### config.mk
export PLATFORM = sky130hd
export DESIGN_NAME = chunked_seq_adder
export DESIGN_NICKNAME = d
export VERILOG_FILES = /design/src/rtl/chunked_seq_adder_pkg.sv /design/src/rtl/chunked_seq_adder_chunk_adder.sv /design/src/rtl/chunked_seq_adder.sv
export SDC_FILE = /design/constraint.sdc
export NUM_CORES = 1
export LEC_CHECK = 0
export ABC_AREA = 0
export BUFFER_PORTS_ARGS = -buffer_cell sky130_fd_sc_hd__buf_2
export CORE_UTILIZATION = 45
export CTS_BUF_LIST = sky130_fd_sc_hd__clkbuf_16
export CTS_CLUSTER_SIZE = 28
export DETAILED_ROUTE_END_ITERATION = 12
export PLACE_DENSITY = 0.68
export SETUP_SLACK_MARGIN = 0.2
export SLEW_MARGIN = 20
export SYNTH_ARGS = -nofsm -noshare
export SYNTH_HDL_FRONTEND = slang
export SYNTH_SLANG_ARGS = --single-unit
### constraint.sdc
create_clock -name clk -period 8.25 [get_ports clk]
set_clock_uncertainty 0.2 [all_clocks]
set_input_delay 0.4125 -clock clk [delete_from_list [all_inputs] [get_ports clk]]
set_output_delay 0.4125 -clock clk [all_outputs]
set_load 0.005 [all_outputs]
### src/rtl/chunked_seq_adder_pkg.sv
// Shared types for the chunked sequential adder: FSM encoding and add/sub mode codes.
package adder_pkg;

  typedef enum logic [1:0] {
    IDLE = 2'd0,
    BUSY = 2'd1,
    DONE = 2'd2
  } add_state_t;

  localparam logic MODE_ADD = 1'b0;
  localparam logic MODE_SUB = 1'b1;

endpackage

### src/rtl/chunked_seq_adder_chunk_adder.sv
// CHUNK-bit combinational ripple adder, zero latency; no handshake.
// Also exposes the carry into the MSB so the caller can derive signed overflow.
module chunk_adder #(
  parameter int CHUNK = 8
) (
  input  logic [CHUNK-1:0] a,
  input  logic [CHUNK-1:0] b,
  input  logic             cin,
  output logic [CHUNK-1:0] sum,
  output logic             cout,
  output logic             cin_msb
);

  always_comb begin
    logic [CHUNK:0] c;
    c       = '0;
    sum     = '0;
    c[0]    = cin;
    for (int i = 0; i < CHUNK; i++) begin
      sum[i]   = a[i] ^ b[i] ^ c[i];
      c[i+1]   = (a[i] & b[i]) | (c[i] & (a[i] ^ b[i]));
    end
    cout    = c[CHUNK];
    cin_msb = c[CHUNK-1];
  end

endmodule

### src/rtl/chunked_seq_adder.sv
// Multi-cycle add/sub, CHUNK bits per cycle; out_valid rises NCHUNK edges after accept.
// Result is held while out_valid && !out_ready; no new operation accepted until handshake.
module chunked_seq_adder
  import adder_pkg::*;
#(
  parameter int WIDTH = 32,
  parameter int CHUNK = 8
) (
  input  logic             clk,
  input  logic             reset,
  input  logic             in_valid,
  output logic             in_ready,
  input  logic [WIDTH-1:0] a,
  input  logic [WIDTH-1:0] b,
  input  logic             cin,
  input  logic             sub,
  output logic             out_valid,
  input  logic             out_ready,
  output logic [WIDTH-1:0] sum,
  output logic             cout,
  output logic             ovf
);

  localparam int NCHUNK = WIDTH / CHUNK;
  localparam int IDXW   = $clog2(NCHUNK) + 1;
  localparam logic [IDXW-1:0] LAST_IDX = IDXW'(NCHUNK - 1);

  if ((WIDTH % CHUNK) != 0) begin : g_bad_chunk
    $error("chunked_seq_adder: WIDTH must be a multiple of CHUNK");
  end

  add_state_t       state_q, state_d;
  logic [WIDTH-1:0] a_q, a_d;
  logic [WIDTH-1:0] b_q, b_d;
  logic [WIDTH-1:0] sum_q, sum_d;
  logic [IDXW-1:0]  idx_q, idx_d;
  logic             carry_q, carry_d;
  logic             cout_q, cout_d;
  logic             ovf_q, ovf_d;
  logic             in_ready_q, in_ready_d;
  logic             out_valid_q, out_valid_d;

  logic [CHUNK-1:0] a_chunk, b_chunk, s_chunk;
  logic             c_chunk, c_msb;

  assign a_chunk = a_q[idx_q*CHUNK +: CHUNK];
  assign b_chunk = b_q[idx_q*CHUNK +: CHUNK];

  chunk_adder #(.CHUNK(CHUNK)) u_chunk (
    .a       (a_chunk),
    .b       (b_chunk),
    .cin     (carry_q),
    .sum     (s_chunk),
    .cout    (c_chunk),
    .cin_msb (c_msb)
  );

  always_comb begin
    state_d     = state_q;
    a_d         = a_q;
    b_d         = b_q;
    sum_d       = sum_q;
    idx_d       = idx_q;
    carry_d     = carry_q;
    cout_d      = cout_q;
    ovf_d       = ovf_q;
    in_ready_d  = in_ready_q;
    out_valid_d = out_valid_q;
    case (state_q)
      IDLE: begin
        if (in_valid && in_ready_q) begin
          // Subtraction is a + ~b + 1, so the operand is inverted once at accept.
          a_d        = a;
          b_d        = (sub == MODE_ADD) ? b : ~b;
          carry_d    = (sub == MODE_SUB) ? 1'b1 : cin;
          idx_d      = '0;
          in_ready_d = 1'b0;
          state_d    = BUSY;
        end
      end
      BUSY: begin
        sum_d[idx_q*CHUNK +: CHUNK] = s_chunk;
        carry_d = c_chunk;
        idx_d   = idx_q + 1'b1;
        if (idx_q == LAST_IDX) begin
          // Carry into MSB differing from carry out is the same as sign-mismatch overflow.
          cout_d      = c_chunk;
          ovf_d       = c_chunk ^ c_msb;
          out_valid_d = 1'b1;
          state_d     = DONE;
        end
      end
      DONE: begin
        if (out_ready) begin
          out_valid_d = 1'b0;
          in_ready_d  = 1'b1;
          state_d     = IDLE;
        end
      end
      default: begin
        out_valid_d = 1'b0;
        in_ready_d  = 1'b1;
        state_d     = IDLE;
      end
    endcase
  end

  always_ff @(posedge clk) begin
    if (reset) begin
      state_q     <= IDLE;
      a_q         <= '0;
      b_q         <= '0;
      sum_q       <= '0;
      idx_q       <= '0;
      carry_q     <= 1'b0;
      cout_q      <= 1'b0;
      ovf_q       <= 1'b0;
      in_ready_q  <= 1'b1;
      out_valid_q <= 1'b0;
    end else begin
      state_q     <= state_d;
      a_q         <= a_d;
      b_q         <= b_d;
      sum_q       <= sum_d;
      idx_q       <= idx_d;
      carry_q     <= carry_d;
      cout_q      <= cout_d;
      ovf_q       <= ovf_d;
      in_ready_q  <= in_ready_d;
      out_valid_q <= out_valid_d;
    end
  end

  assign in_ready  = in_ready_q;
  assign out_valid = out_valid_q;
  assign sum       = sum_q;
  assign cout      = cout_q;
  assign ovf       = ovf_q;

endmodule

# After elaboration in Yosys (flattened, before gate mapping)
# Cells that the tools add are included.
# word_totals
regBits	106
input_bits	70
out_inout_bits	36
word_cells	92
# op_classes
bitwise_logic	44
eq_ne	6
addsub	2
reduce_logical	9
n_shift	4
muxes	17
# op_table
operator	count
32-bit by 7-bit variable part select with 8-bit output	2
6-bit negation with 34-bit output	1
8-bit by 34-bit variable shift with 32-bit output, first input constant	1
8-bit by 34-bit variable part select with 32-bit output	1
32-bit bitwise mux	1
32-bit two-way mux	1
32-bit NOT	1
1-bit XOR	17
1-bit bitwise AND	16
3-bit AND reduction	3
1-bit bitwise OR	8
1-bit two-way mux	6
2-bit two-way mux	3
2-bit != test, second input constant	3
1-bit one-hot mux with 3 select lines	2
2-bit one-hot mux with 3 select lines	1
3-bit one-hot mux with 2 select lines	1
2-bit AND reduction	3
3-bit by 1-bit adder with 3-bit output, second input constant	1
3-bit by 2-bit equality test with 1-bit output, second input constant	1
3-bit two-way mux	1
2-bit by 1-bit equality test with 1-bit output, second input constant	1
2-bit equality test, second input constant	1
2-bit zero test	1
4 further kinds	5

# Depth between registers and ports, before layout
# Gate-level depths: netlist of the first run.
# depth
word_depth	19
ltp_mapped	18
mapped_depth_nobuf	16

# Hierarchy
# A second synthesis of the first run with hierarchy kept.
# hier_totals
cells_unflattened	535
area_unflattened_um2	5147.4
# by_module_without_submodules
module	area_per_inst_um2	cells_per_inst	seq_area_each_um2	n_inst
chunked_seq_adder	4949.7	517	2122.0	1
chunk_adder	197.7	18	0.0	1

# Worst setup path before layout of the first run
# OpenSTA, ideal clock, no wires.
# synth_path
kind	flip-flop to flip-flop
startpoint	register idx_q[1]
endpoint	register sum_q[31], in the netlist sum[31]
path_slack_ns	3.231
period_less_slack_ns	5.019
t_arrival_ns	4.749
path_buffers	2
setup_ns	0.070
stages_incl_launch_ff	19
required_time_ns	7.980
cell_sequence	dfxtp_1 buf_1 buf_2 mux4_2 nand2_1 fa_1 fa_1 inv_1 fa_1 inv_1 fa_1 fa_1 inv_1 fa_1 inv_1 fa_1 fa_1 or3_1 a21oi_1
# synth_via
elab_chain_len	19
word_cells_on_any_way	43
classes_between	1 x add/sub; 4 x shift; 1 x mux; 37 x bitwise
# synth_rtl
item	line	rtl
from (decl)	chunked_seq_adder.sv:36	logic [IDXW-1:0] idx_q, idx_d;
from (signal assigned)	chunked_seq_adder.sv:125	idx_q <= idx_d;
32-bit by 7-bit variable part select with 8-bit output (on tied branches)	chunked_seq_adder.sv:46, chunked_seq_adder.sv:47	
1-bit XOR	chunked_seq_adder_chunk_adder.sv:20, chunked_seq_adder_chunk_adder.sv:21	
1-bit bitwise AND	chunked_seq_adder_chunk_adder.sv:21	c[i+1] = (a[i] & b[i]) | (c[i] & (a[i] ^ b[i]));
1-bit bitwise OR	chunked_seq_adder_chunk_adder.sv:21	
1-bit bitwise AND	chunked_seq_adder_chunk_adder.sv:21	
1-bit bitwise OR	chunked_seq_adder_chunk_adder.sv:21	
1-bit bitwise AND	chunked_seq_adder_chunk_adder.sv:21	
1-bit bitwise OR	chunked_seq_adder_chunk_adder.sv:21	
[3 not listed]	n/a	
1-bit bitwise OR	chunked_seq_adder_chunk_adder.sv:21	
1-bit bitwise AND	chunked_seq_adder_chunk_adder.sv:21	
1-bit bitwise OR	chunked_seq_adder_chunk_adder.sv:21	
1-bit bitwise AND	chunked_seq_adder_chunk_adder.sv:21	
1-bit bitwise OR	chunked_seq_adder_chunk_adder.sv:21	
1-bit XOR	chunked_seq_adder_chunk_adder.sv:20	sum[i] = a[i] ^ b[i] ^ c[i];
8-bit by 34-bit variable part select with 32-bit output	chunked_seq_adder.sv:82	sum_d[idx_q*CHUNK +: CHUNK] = s_chunk;
32-bit bitwise mux *	chunked_seq_adder.sv:82	
to (signal assigned)	chunked_seq_adder.sv:124	sum_q <= sum_d;
to (decl)	chunked_seq_adder.sv:35	logic [WIDTH-1:0] sum_q, sum_d;
# Mark *: on every way between the ends. The rest lies on a longest branch, timed or not.
# A chain may end at the register's enable or synchronous reset.

# Final worst setup path of the first run
# Same ends and word-level chain as after synthesis.

==> results of run 1 <==
-- flip-flops by register name, indices dropped and copies added (netlist names) --
name	cells
state_q	2
in_ready	1
idx_q	3
sum	32
a_q	32
cout	1
ovf	1
carry_q	1
b_q	32
out_valid	1
-- metal layers --
metal | global-route usage (%) | vias up | share of wire, %
li1 | - | 1942 | -
met1 | 25.8 | 1784 | 45
met2 | 33.8 | 77 | 50
met3 | 2.47 | 13 | 3.3
met4 | 8.43 | 0 | 1.9
met5 | 0 | - | 0
-- worst paths after layout --
| path | from | endpoint | cells past startpoint |
|---|---|---|---|
| setup / recovery | idx_q[1]$_SDFFE_PP0P_ | sum[31]$_SDFFE_PP0P_ | 17 |
| hold / removal | a[22] | a_q[22]$_SDFFE_PP0P_ | 3 |
| setup reg to reg | idx_q[1]$_SDFFE_PP0P_ | sum[31]$_SDFFE_PP0P_ | 17 |
| hold reg to reg | sum[12]$_SDFFE_PP0P_ | sum[12]$_SDFFE_PP0P_ | 2 |
-- stage by stage --
step           cells  area (sq um)  utilization (%)  hold slack (ns)
5_1_grt          740          5740             55.3            0.101
2_1_floorplan    522          4850                -            0.233
6_report         740          5740             55.3           0.0991
3_3_place_gp     724          5420             52.2            0.237
4_1_cts          740          5740             55.3           0.0954
3_5_place_dp     724          5420             52.2            0.243
-- worst max-delay path: stages (launching register included) --
cell     delay (ns)
dfxtp_1        0.49
buf_4          0.34
mux4_2         0.24
nand2_1        0.08
fa_1           0.44
fa_1           0.37
inv_1          0.08
fa_1           0.16
inv_1          0.05
fa_1           0.42
fa_1           0.42
inv_1          0.08
fa_1           0.17
inv_1          0.05
fa_1           0.42
fa_1           0.51
or3_1          0.39
a21oi_1        0.14
-- cells in the final DEF, fill, tap and decap left out, types with 2 or more instances in the layout --
cell type / n
fa_1: 8
xnor2_1: 33
nand3b_1: 4
a31oi_1: 2
dfxtp_1: 106
buf_4: 5
inv_6: 2
inv_1: 18
nand2b_1: 13
nand2_1: 90
buf_2: 104
mux4_2: 16
o21ai_0: 2
a21oi_1: 47
ha_1: 7
nand3_1: 2
o32ai_1: 8
or3_1: 12
a211oi_1: 34
nand4b_1: 2
and2_1: 4
mux2i_1: 8
nor2_1: 40
bufinv_16: 2
clkbuf_16: 9
o31ai_1: 5
or2_2: 7
-- cell families (layout without fill, tap and decap cells) --
family	Yosys count	count (layout)	synth area share, %
fa+ha+maj	15	15	5.11
buf+inv	60	142	4.93
simple gates	183	183	17.9
flops	106	106	43.8
compound gates	101	101	13.3
mux	24	24	9.08
xor+xnor	33	33	5.96
-- area by class of cell --
cell class                 count  area (sq um)
multi-input combinational    356          2500
fill                         985          4630
tap                          136           170
clock buffer                   9           225
inverter                      17          63.8
sequential                   106          2120
timing repair buffer         109           558
clock inverter                 7          92.6
-- power by group through the flow --
stage	sequential [uW]	clock, uW	combinational [uW]
after floorplan	566	0	135
after global placement	570	0	186
after detailed placement	571	0	190
after CTS	559	461	190
after global routing	563	483	210
final	559	455	187
==> results.md, run 1 <==
* R2r setup slk at 3.14 ns
* Top FF cell, synth: dfxtp_1
* Leakage at 0.00219 uW
* Number of CTS-inserted buffers at 9
* Number of global-route vias before repair at 3664
* Worst Tran Pin Value at 1.09 ns
* Hold/Removal Path Class: in2reg
* Fin Setup TNS at 0 ns
* Unrepaired setup endpoints after global routing: no
* Net Sw Frac at 25.5%
* Die Wd at 106 um
* 1st-iter DRT viols at 228
* Clk_lat worst skew at 0.35 ns
* Initial Util at 46.8%
* Average routed wire per standard cell at 14.3 um
* HPWL Detailed at 7.38 mm
* Peak fanout along the critical path at 17
* Synth Instances at 522
* Largest net degree at the start of global routing at 116
* Gate power share at 15.6%
* Final WL at 10.5 mm
* Outcome: complete, no violations
* Cell accounting for the most synthesized area: dfxtp_1
* Power Internal at 894 uW
* Netlist Area Pre-Place at 4850 sq um
* Avg Vias per Cell at 5.16
* Pins over their slew limit at 0
* Core area at 10400 sq um
* Setup Buffers After CTS at 0
* Gpl congestion at 0.799
* Clk root buf: clkbuf_16
* H-tree Lvls at 3
* EDFF count, synth at 0
* FMAX at 0.196 GHz
* Total track usage at 20.0%
* Fin crit share at 61.9%
* Switching power at 307 uW
* Rows at 37
* Global-route wire length before repair at 17.7 mm
* Final setup vio count at 0
* Synth unique cells at 37
* Die area at 11200 sq um
* Maximum VDD drop at 0.131 mV
* Power, Total at 1200 uW
* Post-synth ARST share at 0%
* Mapped Nets at 607
* Crit start category: flop
* Die Span Y at 106 um
* MaxCap Viol Count at 0
* Yosys warns at 0
* Layout area overhead at 18.3%
* Synth top cells by count: 106 x dfxtp_1, 90 x nand2_1, 47 x a21oi_1
* ANT nets after route at 0
* Critical path class: reg2reg
* Antenna cell count at 0
* Setup ws final at 3.14 ns
* Resize count post-CTS at 0
* Flops & latches, synth at 106
* Syn Area/Cell at 9.29 sq um
* Final #Nets at 684
* Final hold vios at 0
* Clk slew on worst S/H paths at 0.07 ns
* Worst Path Arrival at 5.17 ns
* Share of layout cells above drive strength 1 at 24.7%
* PortBufs at 105
* DRC at 0
* Most frequent cell after synthesis: dfxtp_1
* Max-slew headroom at 27.2%
* CP required at 8.31 ns
* Pwr dens at 209 nW/um^2
* Initial antenna violation count at 0
* GR Overflow Total at 0
* Synth area leaders: dfxtp_1 44%, mux4_2 7.4%, nand2_1 7.0%
* IO Count at 106
* CTS tree: done
* Detailed-route via count at 3816
* Clock share of power at 37.9%
* Max clock buf depth at 2
* Min Tclk post-route at 5.11 ns
* Number of clock sinks at 106
* Flop pwr share at 46.6%
* Setup WS pre-CTS at 3.15 ns
* Sequential share of the synthesized area at 43.8%
* DR pass1 iterations at 4
* Hold Buf Count CTS at 0
* CP endpoint kind: flop
* Top cell type's share of synthesized area at 43.8%
Note: power is estimated with default switching activity, not from simulation.
==> run 2, diff against run 1 <==
==> constraint.sdc (replaced) <==
create_clock -name clk -period 5.3 [get_ports clk]
set_clock_uncertainty 0.2 [all_clocks]
set_input_delay 0.265 -clock clk [delete_from_list [all_inputs] [get_ports clk]]
set_output_delay 0.265 -clock clk [all_outputs]
set_load 0.005 [all_outputs]
==> run 2 against run 1 <==
Against the previous run: maximum frequency is 7.2% higher; register-to-register slack worse by 2.6 ns; worst hold slack worse by 0.082 ns; cell area is 4.0% higher; critical path depth is 1 lower; global-route usage is 0.051 points higher; clock-buffer cell count stayed put; critical path type unchanged; critical endpoint unchanged; largest cell class unchanged; highest routed layer unchanged.
==> results.md, run 2 (synthesis gave the netlist of run 1 again) <==
* ANT nets after route at 0
* Pwr dens at 298 nW/um^2
* Critical path class: reg2reg
* Die area at 11200 sq um
* HPWL Detailed at 7.57 mm
* Hold path depth at 3
* Core area at 10400 sq um
* Initial Util at 46.8%
* Rows at 37
* Average routed wire per standard cell at 14.0 um
* Maximum VDD drop at 0.140 mV
* Antenna cell count at 0
* CTS tree: done
* CP required at 5.36 ns
* Design area at 5970 sq um
* Net Sw Frac at 26.4%
* Min Tclk post-route at 4.76 ns
* Clk_lat worst skew at 0.34 ns
* FILL cells at 953
* Die Span Y at 106 um
* Fin crit share at 89.9%
* Max clock buf depth at 2
* Peak fanout along the critical path at 18
* Layout area overhead at 23.0%
* H-tree Lvls at 3
* Most frequent cells in the layout: 105 x dfxtp_1, 104 x buf_2, 90 x nand2_1
* Number of global-route vias before repair at 3842
* Switching power at 469 uW
* Die Wd at 106 um
* R2r worst-path depth at 16
* Final setup vio count at 0
* Placement Cell Area at 5430 sq um
* Number of CTS-inserted buffers at 9
* Flop pwr share at 49.2%
* CP endpoint kind: flop
* Share of layout cells above drive strength 1 at 24.1%
* DR pass1 iterations at 4
* Hold/Removal Path Class: in2reg
* Clk slew on worst S/H paths at 0.07 ns
* Number of clock sinks at 106
* Fin Setup TNS at 0 ns
* Setup Buffers After CTS at 0
* Total track usage at 20.1%
* PortBufs at 105
* Power Internal at 1310 uW
* Final hold vios at 0
* Worst Path Arrival at 4.82 ns
* Gate power share at 17.0%
* Gpl congestion at 0.802
* Max-slew headroom at 28.4%
* Worst Tran Pin Value at 1.07 ns
* MaxCap Viol Count at 0
* Detailed-route via count at 3946
* Unrepaired setup endpoints after global routing: no
* Largest net degree at the start of global routing at 116
* Clk root buf: clkbuf_16
* Final WL at 10.7 mm
* Avg Vias per Cell at 5.14
* 1st-iter DRT viols at 201
* Most common cell after layout, fill and taps aside: dfxtp_1
* Global-route wire length before repair at 17.9 mm
* Leakage at 0.00229 uW
* Outcome: complete, no violations
* Pins over their slew limit at 0
* GR Overflow Total at 0
* DRC at 0
* Initial antenna violation count at 0
* Crit start category: flop
* IO Count at 106
* Clock share of power at 33.8%
* Final #Nets at 712
* FMAX at 0.210 GHz
[run 2: cell types whose count changed in the layout (fill, tap and decap cells not counted), moves of 2 or more]
cell / before / now
clkinv_4: 0 / 4
bufinv_16: 2 / 0
buf_4: 5 / 7
dlygate4sd3_1: 0 / 26
inv_6: 2 / 0
[run 2: area by class of cell]
type	count	area, sq um	area share [%]
flip-flops and latches	106	2120	35.6
repair buffers	137	833	14.0
well taps	136	170	2.85
inverters	17	63.8	1.07
clock inverters	7	47.5	0.797
clock buffers	9	225	3.77
multi-input cells	356	2500	42.0
[run 2: power groups by stage]
| stage | Sequential (uW) | Combinational, uW | Clock (uW) |
|---|---|---|---|
| floorplan | 881 | 210 | 0 |
| global placement | 890 | 286 | 0 |
| global route | 881 | 336 | 649 |
| detailed placement | 893 | 291 | 0 |
| CTS | 874 | 306 | 616 |
| finish | 875 | 303 | 600 |
[run 2: path summary, 6_finish.rpt]
kind	from	endpoint	slack (ns)
worst max-delay path	idx_q[0]$_SDFFE_PP0P_	sum[31]$_SDFFE_PP0P_	0.54
worst min-delay path	a[25]	a_q[25]$_SDFFE_PP0P_	0.02
worst max register to register	idx_q[0]$_SDFFE_PP0P_	sum[31]$_SDFFE_PP0P_	0.54
worst min register to register	sum[24]$_SDFFE_PP0P_	sum[24]$_SDFFE_PP0P_	0.25
[run 2: critical path, cell delays in order (launching register included)]
cell,delay [ns]
dfxtp_2,0.46
buf_4,0.34
mux4_2,0.30
nand2_1,0.08
fa_1,0.41
inv_1,0.08
fa_1,0.17
inv_1,0.06
fa_1,0.41
fa_1,0.43
inv_1,0.09
fa_1,0.17
inv_1,0.05
fa_1,0.41
fa_1,0.49
or3_1,0.40
a21oi_1,0.15
[run 2: per-layer routing]
layer / global-route usage, % / vias to the layer above / share of wire [%]
met2: 34.1 / 102 / 49
li1: - / 1999 / -
met4: 8.43 / 0 / 1.9
met1: 25.7 / 1829 / 46
met3: 2.47 / 16 / 3.7
met5: 0 / - / 0
[run 2: through the flow]
step | instances | hold WS, ns | util (%) | power (uW) | setup WS (ns)
final | 768 | 0.0169 | 57.5 | 1780 | 0.537
after global routing | 768 | 0.00706 | 57.5 | 1870 | 0.263
after CTS | 768 | 0.000888 | 57.5 | 1800 | 0.347
after detailed placement | 726 | 0.245 | 52.4 | 1180 | 0.377
after global placement | 726 | 0.238 | 52.4 | 1180 | 0.462
after floorplan | 522 | 0.201 | - | 1090 | 0.281
[run 2: timing repair]
item	CTS	global route
gates resized for setup	0	1
setup endpoints to repair	0	4
hold buffers	26	0
endpoints found under the hold margin	26	0
